[src/rtl/spi_flash_responder.sv]
// spi_flash_responder
//   SPI mode-0 (MSB first) flash responder. Oversamples SCK/CS#/MOSI in the
//   `clock` domain, decodes READ (0x03) + 24-bit address, prefetches bytes
//   from a synchronous memory port and streams them on MISO with an
//   auto-incrementing address.
//   Optional build macro SPI_FLASH_RESPONDER_JEDEC_EN adds the 0x9F
//   JEDEC-ID command (parameter JEDEC_ID, then 0xFF forever).
// Ports:
//   clock, reset          system clock, synchronous active-high reset
//   flash_sck/cs_n/mosi   asynchronous SPI inputs from the initiator
//   flash_miso/_miso_oe   serial data out and pad output enable
//   mem_addr/mem_rd       memory read address and one-cycle read strobe
//   mem_rdata             read data, valid one clock after mem_rd
module spi_flash_responder #(
   parameter int ADDR_WIDTH = 19
`ifdef SPI_FLASH_RESPONDER_JEDEC_EN
   , parameter logic [23:0] JEDEC_ID = 24'hEF4015
`endif
) (
   input  logic                  clock,
   input  logic                  reset,
   input  logic                  flash_sck,
   input  logic                  flash_cs_n,
   input  logic                  flash_mosi,
   output logic                  flash_miso,
   output logic                  flash_miso_oe,
   output logic [ADDR_WIDTH-1:0] mem_addr,
   output logic                  mem_rd,
   input  logic [7:0]            mem_rdata
);

   typedef enum logic [2:0] {
      ST_IDLE   = 3'd0,
      ST_CMD    = 3'd1,
      ST_ADDR   = 3'd2,
      ST_DATA   = 3'd3,
`ifdef SPI_FLASH_RESPONDER_JEDEC_EN
      ST_ID     = 3'd4,
`endif
      ST_IGNORE = 3'd5
   } state_t;

   // Synchronizers; sck_q[2] is the extra history bit for edge detection.
   logic [2:0] sck_q;
   logic [1:0] cs_q, mosi_q;

   state_t                  state_q, state_d;
   logic [4:0]              cnt_q, cnt_d;
   logic [6:0]              sh_q, sh_d;
   logic [23:0]             addr_q, addr_d;
   logic [7:0]              pbuf_q, pbuf_d;
   logic [7:0]              obuf_q, obuf_d;
   logic                    miso_q, miso_d;
   logic                    rd_q, rd_d;
   logic                    rd_dly_q;
   logic [ADDR_WIDTH-1:0]   maddr_q, maddr_d;
   logic                    armed_q, armed_d;
`ifdef SPI_FLASH_RESPONDER_JEDEC_EN
   logic [1:0]              idx_q, idx_d;
   logic [7:0]              id_byte;
`endif

   logic        rise, fall, cs_hi, mosi_s;
   logic [7:0]  cmd_w;
   logic [23:0] addr_sh;

   assign rise    = sck_q[1] & ~sck_q[2];
   assign fall    = ~sck_q[1] & sck_q[2];
   assign cs_hi   = cs_q[1];
   assign mosi_s  = mosi_q[1];
   assign cmd_w   = {sh_q, mosi_s};
   assign addr_sh = {addr_q[22:0], mosi_s};

`ifdef SPI_FLASH_RESPONDER_JEDEC_EN
   always_comb begin
      case (idx_q)
         2'd1:    id_byte = JEDEC_ID[15:8];
         2'd2:    id_byte = JEDEC_ID[7:0];
         default: id_byte = 8'hFF;
      endcase
   end
`endif

   always_comb begin
      state_d = state_q;
      cnt_d   = cnt_q;
      sh_d    = sh_q;
      addr_d  = addr_q;
      pbuf_d  = pbuf_q;
      obuf_d  = obuf_q;
      miso_d  = miso_q;
      rd_d    = 1'b0;
      maddr_d = maddr_q;
      // A new transaction needs CS# seen high first (e.g. after a reset).
      armed_d = armed_q | cs_hi;
`ifdef SPI_FLASH_RESPONDER_JEDEC_EN
      idx_d   = idx_q;
`endif
      // Memory data arrives the cycle after the strobe's registered cycle.
      if (rd_dly_q) begin
         pbuf_d = mem_rdata;
         addr_d = addr_q + 24'd1;
      end
      if (cs_hi) begin
         // CS# dominates any same-cycle SCK edge.
         state_d = ST_IDLE;
         cnt_d   = 5'd0;
         miso_d  = 1'b1;
      end else begin
         case (state_q)
            ST_IDLE: if (armed_q) begin
               state_d = ST_CMD;
               cnt_d   = 5'd0;
               armed_d = 1'b0;
            end
            ST_CMD: if (rise) begin
               sh_d  = cmd_w[6:0];
               cnt_d = cnt_q + 5'd1;
               if (cnt_q == 5'd7) begin
                  cnt_d = 5'd0;
                  if (cmd_w == 8'h03) state_d = ST_ADDR;
`ifdef SPI_FLASH_RESPONDER_JEDEC_EN
                  else if (cmd_w == 8'h9F) begin
                     state_d = ST_ID;
                     pbuf_d  = JEDEC_ID[23:16];
                     idx_d   = 2'd1;
                  end
`endif
                  else state_d = ST_IGNORE;
               end
            end
            ST_ADDR: if (rise) begin
               addr_d = addr_sh;
               cnt_d  = cnt_q + 5'd1;
               if (cnt_q == 5'd23) begin
                  cnt_d   = 5'd0;
                  rd_d    = 1'b1;
                  maddr_d = addr_sh[ADDR_WIDTH-1:0];
                  state_d = ST_DATA;
               end
            end
            ST_DATA
`ifdef SPI_FLASH_RESPONDER_JEDEC_EN
            , ST_ID
`endif
            : if (fall) begin
               cnt_d = {2'b00, cnt_q[2:0] + 3'd1};
               if (cnt_q[2:0] == 3'd0) begin
                  obuf_d = pbuf_q;
                  miso_d = pbuf_q[7];
                  if (state_q == ST_DATA) begin
                     rd_d    = 1'b1;
                     maddr_d = addr_q[ADDR_WIDTH-1:0];
                  end
`ifdef SPI_FLASH_RESPONDER_JEDEC_EN
                  else begin
                     pbuf_d = id_byte;
                     idx_d  = (idx_q == 2'd3) ? 2'd3 : idx_q + 2'd1;
                  end
`endif
               end else begin
                  obuf_d = obuf_q << 1;
                  miso_d = obuf_q[6];
               end
            end
            default: ;
         endcase
      end
   end

   always_ff @(posedge clock) begin
      if (reset) begin
         sck_q    <= '0;
         cs_q     <= '0;
         mosi_q   <= '0;
         state_q  <= ST_IDLE;
         cnt_q    <= '0;
         sh_q     <= '0;
         addr_q   <= '0;
         pbuf_q   <= '0;
         obuf_q   <= '0;
         miso_q   <= 1'b1;
         rd_q     <= 1'b0;
         rd_dly_q <= 1'b0;
         maddr_q  <= '0;
         armed_q  <= 1'b0;
`ifdef SPI_FLASH_RESPONDER_JEDEC_EN
         idx_q    <= '0;
`endif
      end else begin
         sck_q    <= {sck_q[1:0], flash_sck};
         cs_q     <= {cs_q[0], flash_cs_n};
         mosi_q   <= {mosi_q[0], flash_mosi};
         state_q  <= state_d;
         cnt_q    <= cnt_d;
         sh_q     <= sh_d;
         addr_q   <= addr_d;
         pbuf_q   <= pbuf_d;
         obuf_q   <= obuf_d;
         miso_q   <= miso_d;
         rd_q     <= rd_d;
         rd_dly_q <= rd_q;
         maddr_q  <= maddr_d;
         armed_q  <= armed_d;
`ifdef SPI_FLASH_RESPONDER_JEDEC_EN
         idx_q    <= idx_d;
`endif
      end
   end

`ifdef SPI_FLASH_RESPONDER_JEDEC_EN
   assign flash_miso_oe = (state_q == ST_DATA) || (state_q == ST_ID);
`else
   assign flash_miso_oe = (state_q == ST_DATA);
`endif
   assign flash_miso = flash_miso_oe ? miso_q : 1'b1;
   assign mem_addr   = maddr_q;
   assign mem_rd     = rd_q;

endmodule

[config.mk]
export PLATFORM = sky130hd
export DESIGN_NAME = spi_flash_responder
export DESIGN_NICKNAME = d
export VERILOG_FILES = /design/src/rtl/spi_flash_responder.sv
export SDC_FILE = /design/constraint.sdc
export NUM_CORES = 1
export LEC_CHECK = 0
export ABC_AREA = 1
export BUFFER_PORTS_ARGS = -buffer_cell sky130_fd_sc_hd__clkbuf_2
export CAP_MARGIN = 20
export CORE_AREA = 2 2 89 91
export CTS_CLUSTER_DIAMETER = 100
export CTS_CLUSTER_SIZE = 40
export DETAILED_ROUTE_END_ITERATION = 10
export DIE_AREA = 0 0 91 93
export GPL_ROUTABILITY_DRIVEN = 0
export PLACE_DENSITY_LB_ADDON = 0.1
export SLEW_MARGIN = 20
export SYNTH_ARGS = -nofsm -noshare
export SYNTH_HDL_FRONTEND = slang
export SYNTH_SLANG_ARGS = --single-unit
export TNS_END_PERCENT = 10
[constraint.sdc]
create_clock -name clock -period 3.8 [get_ports clock]
set_clock_uncertainty 0.1 [all_clocks]
set_input_delay 0.38 -clock clock [delete_from_list [all_inputs] [get_ports clock]]
set_output_delay 0.38 -clock clock [all_outputs]
set_load 0.02 [all_outputs]
# ---- Yosys cells after proc, flatten, opt, wreduce, memory -nomap -nowiden
# Index checks and enable logic that the tools add are counted.
dict set report totals {
  reg_bits 84
  latch_bits 0
  mem_bits_rw 0
  mem_bits_ro 0
  input_bits 13
  output_inout_bits 22
  word_cells 82
  mem_count 0
}
dict set report classes {
  add_sub_neg 3
  n_mul 0
  n_div 0
  n_lt_le_gt_ge 0
  eq_ne 13
  shift 0
  n_mux 34
  bitwise 6
  n_reduce_logical 12
}
# cell n
set ops {}
lappend ops {{2-to-1 mux 24 bit} 4}
lappend ops {{2-to-1 mux 19 bit} 4}
lappend ops {{one-hot mux 19 bit (2 select lines)} 1}
lappend ops {{2-to-1 mux 5 bit} 6}
lappend ops {{adder 24 x 1 -> 24 bit, second input constant} 1}
lappend ops {{one-hot mux 5 bit (4 select lines)} 1}
lappend ops {{2-to-1 mux 3 bit} 6}
lappend ops {{AND reduction 6 bit} 2}
lappend ops {{!= test 2 bit, second input constant} 5}
lappend ops {{2-to-1 mux 1 bit} 9}
lappend ops {{one-hot mux 3 bit (3 select lines)} 1}
lappend ops {{== test 8 x 2 -> 1 bit, second input constant} 1}
lappend ops {{2-to-1 mux 7 bit} 1}
lappend ops {{== test 3 x 2 -> 1 bit, second input constant} 2}
lappend ops {{logical NOT 3 bit} 2}
lappend ops {{AND reduction 3 bit} 2}
lappend ops {{adder 5 x 1 -> 5 bit, second input constant} 1}
lappend ops {{== test 5 x 3 -> 1 bit, second input constant} 1}
lappend ops {{== test 5 bit, second input constant} 1}
lappend ops {{AND reduction 5 bit} 1}
lappend ops {{!= test 2 x 1 -> 1 bit, second input constant} 2}
lappend ops {{nonzero test 4 bit} 1}
lappend ops {{adder 3 x 1 -> 3 bit, second input constant} 1}
lappend ops {{== test 3 x 1 -> 1 bit, second input constant} 1}
lappend ops {{other kinds (8)} 11}

# ---- Longest topological paths before layout
# Gate-level depths: netlist (run 1).
dict set report logic_depth {
  depth_word 5
  depth_mapped 12
}

# ---- Least setup slack after synthesis (run 1)
# OpenSTA, ideal clock, no wires.
dict set report synth_timing {
  kind {flip-flop to flip-flop}
  from {register cnt_q[0]}
  to {register maddr_q[13], in the netlist mem_addr[13]}
  setup_ps 114
  arrival_time_ps 1401
  required_ps 3586
  slack_ps 2185
  path_stages_with_launch 9
  n_path_buf 2
  period_less_slack_ps 1615
  path_cell_list {dfxtp_1 > ha_1 > nand4_1 > nand2_4 > nand3_2 > buf_6 > buf_6 > o21ai_1 > nor2_2}
}
dict set report synth_via {
  elab_chain_cells 3
  word_cells_on_any_way 5
  classes_between {eq/ne: 3; reduce/logical: 2}
}
# element line_no
set synth_lines {}
lappend synth_lines {{start: declaration} 48} ;# logic [4:0] cnt_q, cnt_d;
lappend synth_lines {{start signal: assignment} 195} ;# cnt_q <= cnt_d;
lappend synth_lines {{== test 5 bit or logical NOT 3 bit (tied branches)} {135, 148}}
lappend synth_lines {{!= test 2 bit (no source line) or != test 2 x 1 -> 1 bit (tied branches)} -}
lappend synth_lines {{AND reduction 6 bit (no source line) (*)} -}
lappend synth_lines {{end signal: assignment} 203} ;# maddr_q <= maddr_d;
lappend synth_lines {{end: declaration} 56} ;# logic [ADDR_WIDTH-1:0] maddr_q, maddr_d;
# Every way passes the cells marked *; elsewhere a longest branch is shown, timed or not.
# A chain may end at the register's enable or synchronous reset.

# ---- Final worst setup path (run 1)
dict set report layout_timing {
  from {register state_q[2]}
  to {register maddr_q[8], in the netlist mem_addr[8]}
}
dict set report layout_via {
  elab_chain_cells 3
  word_cells_on_any_way 9
  classes_between {eq/ne: 6; mux: 1; reduce/logical: 2}
}
# element line_no
set layout_lines {}
lappend layout_lines {{start: declaration} 47} ;# state_t state_q, state_d;
lappend layout_lines {{start signal: assignment} 194} ;# state_q <= state_d;
lappend layout_lines {{== test 3 x 2 -> 1 bit (on tied branches)} {110, 151}}
lappend layout_lines {{!= test 2 x 1 -> 1 bit (no source line) (tied with other cells)} -}
lappend layout_lines {{AND reduction 6 bit (no source line)} -}
# Several ways; a longest one is shown, not always the timed one.

==> results of run 1 <==
cells in the mapped netlist, types with 2 or more instances:
master / count
xnor2_1: 4
nand2_2: 13
ha_1: 3
buf_6: 3
dfxtp_1: 79
a31oi_1: 2
buf_4: 3
nor3_1: 5
nor2_2: 6
clkbuf_2: 3
o21ai_1: 11
nand3_1: 40
buf_2: 3
clkbuf_1: 12
nand4_1: 2
o21ai_0: 64
a21oi_1: 41
nand3b_1: 2
inv_2: 7
nor2_1: 79
nand2_1: 129
xor2_1: 3
inv_1: 100
layout by cell type, fill, tap and decap left out, drive strengths merged, types with 4 or more instances in the layout:
master  Yosys  routed
o21ai      75      75
dfxtp      79      79
nand3      42      42
nor3        6       6
nor2       86      86
a21oi      41      41
clkinv      1       4
inv       107     109
clkbuf     15      43
xnor2       4       4
nand2     143     143
per-stage QoR:
step	instances	power [mW]
6_report	754	2.24
5_1_grt	754	2.39
4_1_cts	753	2.25
3_5_place_dp	737	1.60
3_3_place_gp	737	1.59
2_1_floorplan	625	1.47
registers in the layout (all words and copies together) (netlist names), 2 cells and up:
signal / flops
cnt_q: 5
obuf_q: 7
pbuf_q: 8
mosi_q: 2
state_q: 3
mem_addr: 19
sh_q: 7
cs_q: 2
addr_q: 19
sck_q: 3
where the power goes:
part	leakage, nW	switching, mW	total, mW	internal, mW
registers	0.640	0.0744	0.996	0.922
clock network	0.102	0.344	0.656	0.313
logic	1.22	0.393	0.588	0.196
total	1.96	0.810	2.24	1.43
area by class of cell:
type / instances / share of cell area
clock buffer: 9 / 0.0278
clock inverter: 7 / 0.0180
inverter: 108 / 0.0911
multi-input combinational: 413 / 0.436
sequential: 79 / 0.355
tap: 102 / 0.0287
timing repair buffer: 36 / 0.0425
worst max-delay path, delay by kind of cell, from the launching register on:
family / cells / cell delay, ns
flip-flops: 1 / 0.59
buffers and inverters: 1 / 0.11
AND/OR/NAND/NOR: 5 / 1.08
AO/OA/AOI/OAI: 1 / 0.47
routing by layer:
layer	part of all wire	track usage
met1	0.52	0.322
met2	0.41	0.311
met3	0.048	0.0330
met4	0.018	0.0896
met5	0	0
kinds of logic after synthesis:
group	Yosys count	synth area share
compound gates	121	0.152
fa+ha+maj	3	0.00924
buf+inv	133	0.133
xor+xnor	7	0.0151
simple gates	282	0.301
flops	79	0.389
worst max path at each step:
stage               startpoint            to  slack [ns]  cells after the start
floorplan             cnt_q[0]  mem_addr[13]        2.19                      8
global placement    state_q[2]   mem_addr[8]        1.39                      7
detailed placement  state_q[2]   mem_addr[8]        1.31                      7
CTS                 state_q[2]   mem_addr[8]        1.30                      7
global route          cnt_q[0]   mem_addr[8]        0.98                      9
finish              state_q[2]   mem_addr[8]        1.33                      7
==> flow_metrics.tcl, run 1 <==
set metrics [dict create \
    overflow 0 \
    clock_latency_ns 0.36 \
    min_period_over_period 0.649 \
    wirelength_um 8590 \
    fp-row-count 32 \
    drv_slew 0 \
    cp_data_arrival_time_ns 2.62 \
    worstSetupEndpointType "register" \
    p_leak_nw 1.96 \
    yosys.area.top_type_share 0.389 \
    die_h_um 93 \
    fillerInstances 745 \
    power.density_nw_per_um2 504 \
    period_needed_ns 2.47 \
    crit_path_cell_trace "inv_2 -> nand3_4 -> nor2_1 -> nor2_1 -> nand3_2 -> o21ai_0 -> nor2_2" \
    r2r_slack_ns 1.33 \
    antenna_found_initial 0 \
    syn2layout_area_growth_pct 9.48 \
    relSlewSlack 0.499 \
    rsz0062_at_grt "no" \
    drtAntennaViolNets 0 \
    cts_resized 0 \
    finalHoldWorstSlack_ns 0.104 \
    drt_iter0_markers 235 \
    numCtsBuffers 9 \
    clock-root-buffer "clkbuf_8" \
    htreeDepth 3 \
    holdPathEnd "cs_q[0]" \
    first_pass_iters 5 \
    pin_count 35 \
    cts_hold_buffers 0 \
    synth_area_leader_cell "dfxtp_1" \
    crit_top_cell "nor2_1" \
    max_freq_ghz 0.405 \
    clk_pin_slew_worst_paths_ns 0.09 \
    grt_pass1_vias 3139 \
    cts_sinks 79 \
    viasPerCell 4.86 \
    min_path_type "in2reg" \
    ys_seq_elements 79 \
    crit_path_start_kind "register" \
    ys.flop_type "dfxtp_1" \
    seq_area_um2 1580 \
    fin_setup_tns_ns 0 \
    vias 3661 \
    cpPeakStageDelay_ns 0.60 \
    hold_viol 0 \
    min_path_cells 3 \
    clock_path_buffers 2 \
    track_usage 0.216 \
    io_buffers 34 \
    wl_per_cell_um 11.4 \
    drive_above_1_share 0.129 \
    fin_nets 663 \
    fp.dieW_um 91 \
    dieArea_um2 8460 \
    synth_edf_count 0 \
    worstReg2RegStart "state_q[2]" \
    multiInputGateArea_um2 1940 \
    drc 0 \
    placed_area_um2 4230 \
    syn_avg_cell_area_um2 6.50 \
    worst_slew_pin_slew_ns 0.751 \
    cp_data_required_time_ns 3.95 \
    initial_core_util 0.540 \
    yosysSeqAreaShare 0.389 \
    r2r_cells 7 \
    fin_area_um2 4450 \
    crit_type "reg2reg" \
    cts_tree "done" \
    async_flop_share 0 \
    outcome "completed" \
    synth.distinct_cells 34 \
    reg2reg_to "mem_addr[8]" \
    post-place-ws_ns 1.31 \
    grt_pass1_wl_um 14700 \
    min_from "flash_cs_n" \
    crit_slowest_cell "nand3_2" \
    synthCells 625 \
    critPathMaxFanout 38 \
    drv_cap 0 \
    fin_util 0.591 \
    syn-cell-area_um2 4060 \
    ir_worst_vdd_mv 0.240 \
    synth_warnings 0 \
    cts_setup_buffers 0 \
    setup_viol 0 \
    synth.net_count 641 \
    grt_max_degree 43 \
    antennaDiodeCount 0 \
    dp_hpwl_um 5970 \
    synth.area.top_cells "dfxtp_1 (39%), nand2_1 (12%), inv_1 (9.2%)" \
    core_um2 7530 \
    setup_slack_ns 1.33 \
]
Note: power is estimated with default switching activity, not from simulation.
==> run 2, diff against run 1 <==
Settings changed: ABC_AREA 1 to 0, CORE_AREA 2 2 89 91 to 2 2 87 89, DIE_AREA 0 0 91 93 to 0 0 89 91.
Clock period 3.8 ns to 2.4 ns, I/O delays scaled along.
==> flow_metrics.tcl, run 2 <==
set metrics [dict create \
    power.density_nw_per_um2 571 \
    yosys.area.top_type_share 0.411 \
    cp_data_arrival_time_ns 2.28 \
    ys.flop_type "dfxtp_1" \
    drt_iter0_markers 205 \
    cts_tree "done" \
    fin_area_um2 4350 \
    syn-cell-area_um2 3850 \
    placed_area_um2 4110 \
    fp.dieW_um 89 \
    clock_path_buffers 2 \
    synth.net_count 452 \
    min_path_type "in2reg" \
    numCtsBuffers 9 \
    io_buffers 34 \
    rsz0062_at_grt "no" \
    synth.area.top_cells "dfxtp_1 (41%), a211oi_1 (9.9%), mux2i_1 (6.8%)" \
    synth_warnings 0 \
    dieArea_um2 8100 \
    overflow 0 \
    mostFrequentLayoutCells "dfxtp_1 (79), a211oi_1 (51), nor2_1 (37)" \
    min_period_over_period 0.896 \
    yosysMostFrequentCell "dfxtp_1" \
    ir_worst_vdd_mv 0.502 \
    final_common_cell "dfxtp_1" \
    grt_pass1_wl_um 14300 \
    htreeDepth 3 \
    synth_edf_count 0 \
    antenna_found_initial 0 \
    track_usage 0.222 \
    crit_path_start_kind "register" \
    min_path_cells 3 \
    min_from "mem_rdata[4]" \
    critPathMaxFanout 7 \
    synth_area_leader_cell "dfxtp_1" \
    drv_slew 0 \
    worstSetupEndpointType "register" \
    clock_latency_ns 0.35 \
    syn2layout_area_growth_pct 12.9 \
    grt_max_degree 55 \
    synth.distinct_cells 58 \
    synthCells 436 \
    fp-row-count 31 \
    grt_pass1_vias 2982 \
    drtAntennaViolNets 0 \
    drc 0 \
    startpoint "addr_q[0]" \
    outcome "completed" \
    fin_setup_tns_ns 0 \
    initial_core_util 0.540 \
    worst_slew_pin_slew_ns 0.626 \
    clock-root-buffer "clkbuf_8" \
    hold_viol 0 \
    wirelength_um 8400 \
    die_h_um 91 \
    vias 3288 \
    worstReg2RegStart "addr_q[0]" \
    p_leak_nw 1.51 \
    cts_setup_buffers 0 \
    period_needed_ns 2.15 \
    synthTopCellsByCount "dfxtp_1 (79), a211oi_1 (51), nor2_1 (37)" \
    core_um2 7140 \
    yosysSeqAreaShare 0.411 \
    r2r_cells 5 \
    first_pass_iters 4 \
    clk_pin_slew_worst_paths_ns 0.08 \
    max_freq_ghz 0.465 \
    fin_nets 477 \
    syn_avg_cell_area_um2 8.84 \
    wl_per_cell_um 14.9 \
    setup_viol 0 \
    antennaDiodeCount 0 \
    async_flop_share 0 \
    ys_seq_elements 79 \
    viasPerCell 5.82 \
    pin_count 35 \
    crit_type "reg2reg" \
    cp_data_required_time_ns 2.53 \
    relSlewSlack 0.583 \
    drive_above_1_share 0.185 \
    cts_sinks 79 \
    dp_hpwl_um 5590 \
    drv_cap 0 \
]
[run 2: layout make-up]
cell class	count	area (um2)
tap	99	124
clock inverter	6	93.8
multi-input combinational	288	2000
timing repair buffer	49	300
sequential	79	1580
fill	645	2790
clock buffer	10	128
inverter	34	128
[run 2: layer usage]
| metal | vias to the layer above | share of wire | track usage |
|---|---|---|---|
| met3 | 17 | 0.040 | 0.0345 |
| met1 | 1545 | 0.48 | 0.317 |
| met5 | - | 0 | 0 |
| met4 | 0 | 0.020 | 0.106 |
| li1 | 1642 | - | - |
| met2 | 84 | 0.46 | 0.324 |
[run 2: critical path: stages (launching register included)]
cell     delay, ns
dfxtp_1       0.44
ha_1          0.25
nand2_1       0.09
or3_2         0.55
o311a_1       0.31
o31a_1        0.30
[run 2: final timing paths]
kind	end	slack, ns
worst max-delay path	addr_q[18]	0.25
worst min-delay path	pbuf_q[4]	0.02
worst max register to register	addr_q[18]	0.25
worst min register to register	sck_q[1]	0.35
[run 2: stage by stage]
stage          utilization  instances  hold WS, ns  worst slack, ns  total power [mW]
6_report             0.610        565       0.0200            0.251              2.48
5_1_grt              0.610        565       0.0231           0.0914              2.57
4_1_cts              0.610        565      0.00851            0.259              2.51
3_5_place_dp         0.576        547        0.327            0.277              1.41
3_3_place_gp         0.576        547        0.326            0.351              1.41
2_1_floorplan            -        436        0.268            0.430              1.39
[run 2: power breakdown]
group,switching [mW],internal (mW)
Sequential,0.00575,1.32
Clock,0.504,0.594
Combinational,0.0401,0.0245
[run 2: repair_timing]
action | 4_1_cts | 5_1_grt
hold buffers | 2 | 0
resized for setup | 0 | 0
endpoints found under the hold margin | 2 | 0
[run 2: cells by family (layout without fill, tap and decap cells)]
logic type                 count (synthesis)  in the layout  synth area share
buffers and inverters                     69             99            0.0714
adders and majority gates                  3              3           0.00974
AOI/OAI and AO/OA                        112            112             0.204
muxes                                     42             42             0.114
xor gates and xnor gates                   3              3           0.00682
and+or+nand+nor                          128            128             0.183
DFF                                       79             79             0.411
==> run 3, diff against run 2 <==
Settings changed: CELL_PAD_IN_SITES_DETAIL_PLACEMENT from default to 0, CELL_PAD_IN_SITES_GLOBAL_PLACEMENT from default to 1, CORE_AREA 2 2 87 89 to 2 2 96 98, DIE_AREA 0 0 89 91 to 0 0 98 100.
==> flow_metrics.tcl, run 3 (synthesis results as in run 2) <==
set metrics [dict create \
    fp-row-count 35 \
    max_freq_ghz 0.468 \
    grt_pass1_vias 3089 \
    initial_core_util 0.433 \
    worstSetupEndpointType "register" \
    cts_tree "done" \
    drv_cap 0 \
    finalHoldWorstSlack_ns 0.00855 \
    setup_viol 0 \
    numCtsBuffers 9 \
    syn2layout_area_growth_pct 13.7 \
    wirelength_um 8960 \
    pwr-share-seq 0.566 \
    fin_util 0.493 \
    power.switching_mw 0.578 \
    dp_hpwl_um 6070 \
    wl_per_cell_um 15.3 \
    clock-root-buffer "clkbuf_8" \
    fin_setup_tns_ns 0 \
    crit_family "compound AO/OA/AOI/OAI gates" \
    mostFrequentLayoutCells "dfxtp_1 (79), a211oi_1 (51), nor2_1 (37)" \
    htreeDepth 3 \
    p_int_mw 1.75 \
    vias 3262 \
    dp.cells 565 \
    fin_nets 485 \
    track_usage 0.190 \
    fp.dieW_um 98 \
    drt_iter0_markers 135 \
    cpPeakStageDelay_ns 0.42 \
    clockPowerShare 0.405 \
    clk_pin_slew_worst_paths_ns 0.09 \
    rsz0062_at_grt "no" \
    final_cells 585 \
    relSlewSlack 0.576 \
    viasPerCell 5.58 \
    hold_viol 0 \
    worst_slew_pin_slew_ns 0.636 \
    drv_slew 0 \
    min_path_type "in2reg" \
    crit_type "reg2reg" \
    dieArea_um2 9800 \
    period_needed_ns 2.14 \
    cp_data_required_time_ns 2.57 \
    grt_max_degree 39 \
    core_um2 8890 \
    antenna_found_initial 0 \
    clock_latency_ns 0.36 \
    cts_resized 0 \
    first_pass_iters 4 \
    drtAntennaViolNets 0 \
    crit_path_cell_trace "ha_1 -> nand4b_1 -> or3_1 -> a21o_1 -> a211oi_1" \
    drc 0 \
    antennaDiodeCount 0 \
    final_common_cell "dfxtp_1" \
    crit_path_start_kind "register" \
    cp_data_arrival_time_ns 2.31 \
    swShare 0.248 \
    clock_path_buffers 2 \
    critPathMaxFanout 19 \
    power.density_nw_per_um2 533 \
    crit_buf_inv 0 \
    fillerInstances 896 \
    overflow 0 \
    crit_slowest_cell "a21o_1" \
    die_h_um 100 \
    cts_sinks 79 \
    p_leak_nw 1.53 \
    min_period_over_period 0.891 \
    ir_worst_vdd_mv 0.272 \
    outcome "completed" \
    drive_above_1_share 0.194 \
    grt_pass1_wl_um 15300 \
    io_buffers 34 \
    pin_count 35 \
    comb_power_share 0.028 \
]
run 3: changes by cell type in the layout (fill, tap and decap cells not counted):
cell,delta
buf_12,-1
buf_4,+7
bufinv_16,-2
clkbuf_8,+1
clkinv_4,-1
clkinvlp_4,+1
dlygate4sd3_1,+2
inv_6,+1
run 3: repair_timing:
action,CTS,global route
hold buffers,4,0
endpoints found under the hold margin,4,0
setup buffers,0,0
run 3: stage by stage:
step	setup WS, ns	instance area [um2]	total power [mW]
6_report	0.262	4380	2.33
5_1_grt	0.0845	4380	2.42
4_1_cts	0.256	4380	2.36
3_5_place_dp	0.283	4160	1.41
3_3_place_gp	0.322	4160	1.41
2_1_floorplan	0.430	3850	1.39
run 3: final cells by class:
| class | count | area, um2 | area share |
|---|---|---|---|
| Sequential cell | 79 | 1580 | 0.361 |
| Clock inverter | 5 | 41.3 | 0.00943 |
| Inverter | 34 | 128 | 0.0291 |
| Clock buffer | 11 | 141 | 0.0323 |
| Timing Repair Buffer | 57 | 353 | 0.0806 |
| Tap cell | 111 | 139 | 0.0317 |
| Multi-Input combinational cell | 288 | 2000 | 0.456 |
run 3: power groups by stage:
stage,sequential [mW],combinational [mW],clock (mW)
6_report,1.32,0.0659,0.946
5_1_grt,1.32,0.0730,1.03
4_1_cts,1.32,0.0663,0.974
3_5_place_dp,1.35,0.0614,0
3_3_place_gp,1.35,0.0611,0
2_1_floorplan,1.35,0.0409,0
run 3: worst min-delay path: stages:
cell      delay (ns)
clkbuf_2        0.07
mux2i_1         0.05
nor2_1          0.07
run 3: final timing paths:
check	from	endpoint	slack [ns]	cells past startpoint
max	cnt_q[0]	mem_addr[13]	0.26	5
min	mem_rdata[0]	pbuf_q[0]	0.009	3
max reg2reg	cnt_q[0]	mem_addr[13]	0.26	5
min reg2reg	sck_q[0]	sck_q[1]	0.34	1
run 3: layer usage:
metal	GRT usage	vias up	wire [um]
li1	-	1662	-
met1	0.272	1527	4630
met2	0.288	61	3870
met3	0.0327	12	291
met4	0.0748	0	160
met5	0	-	0
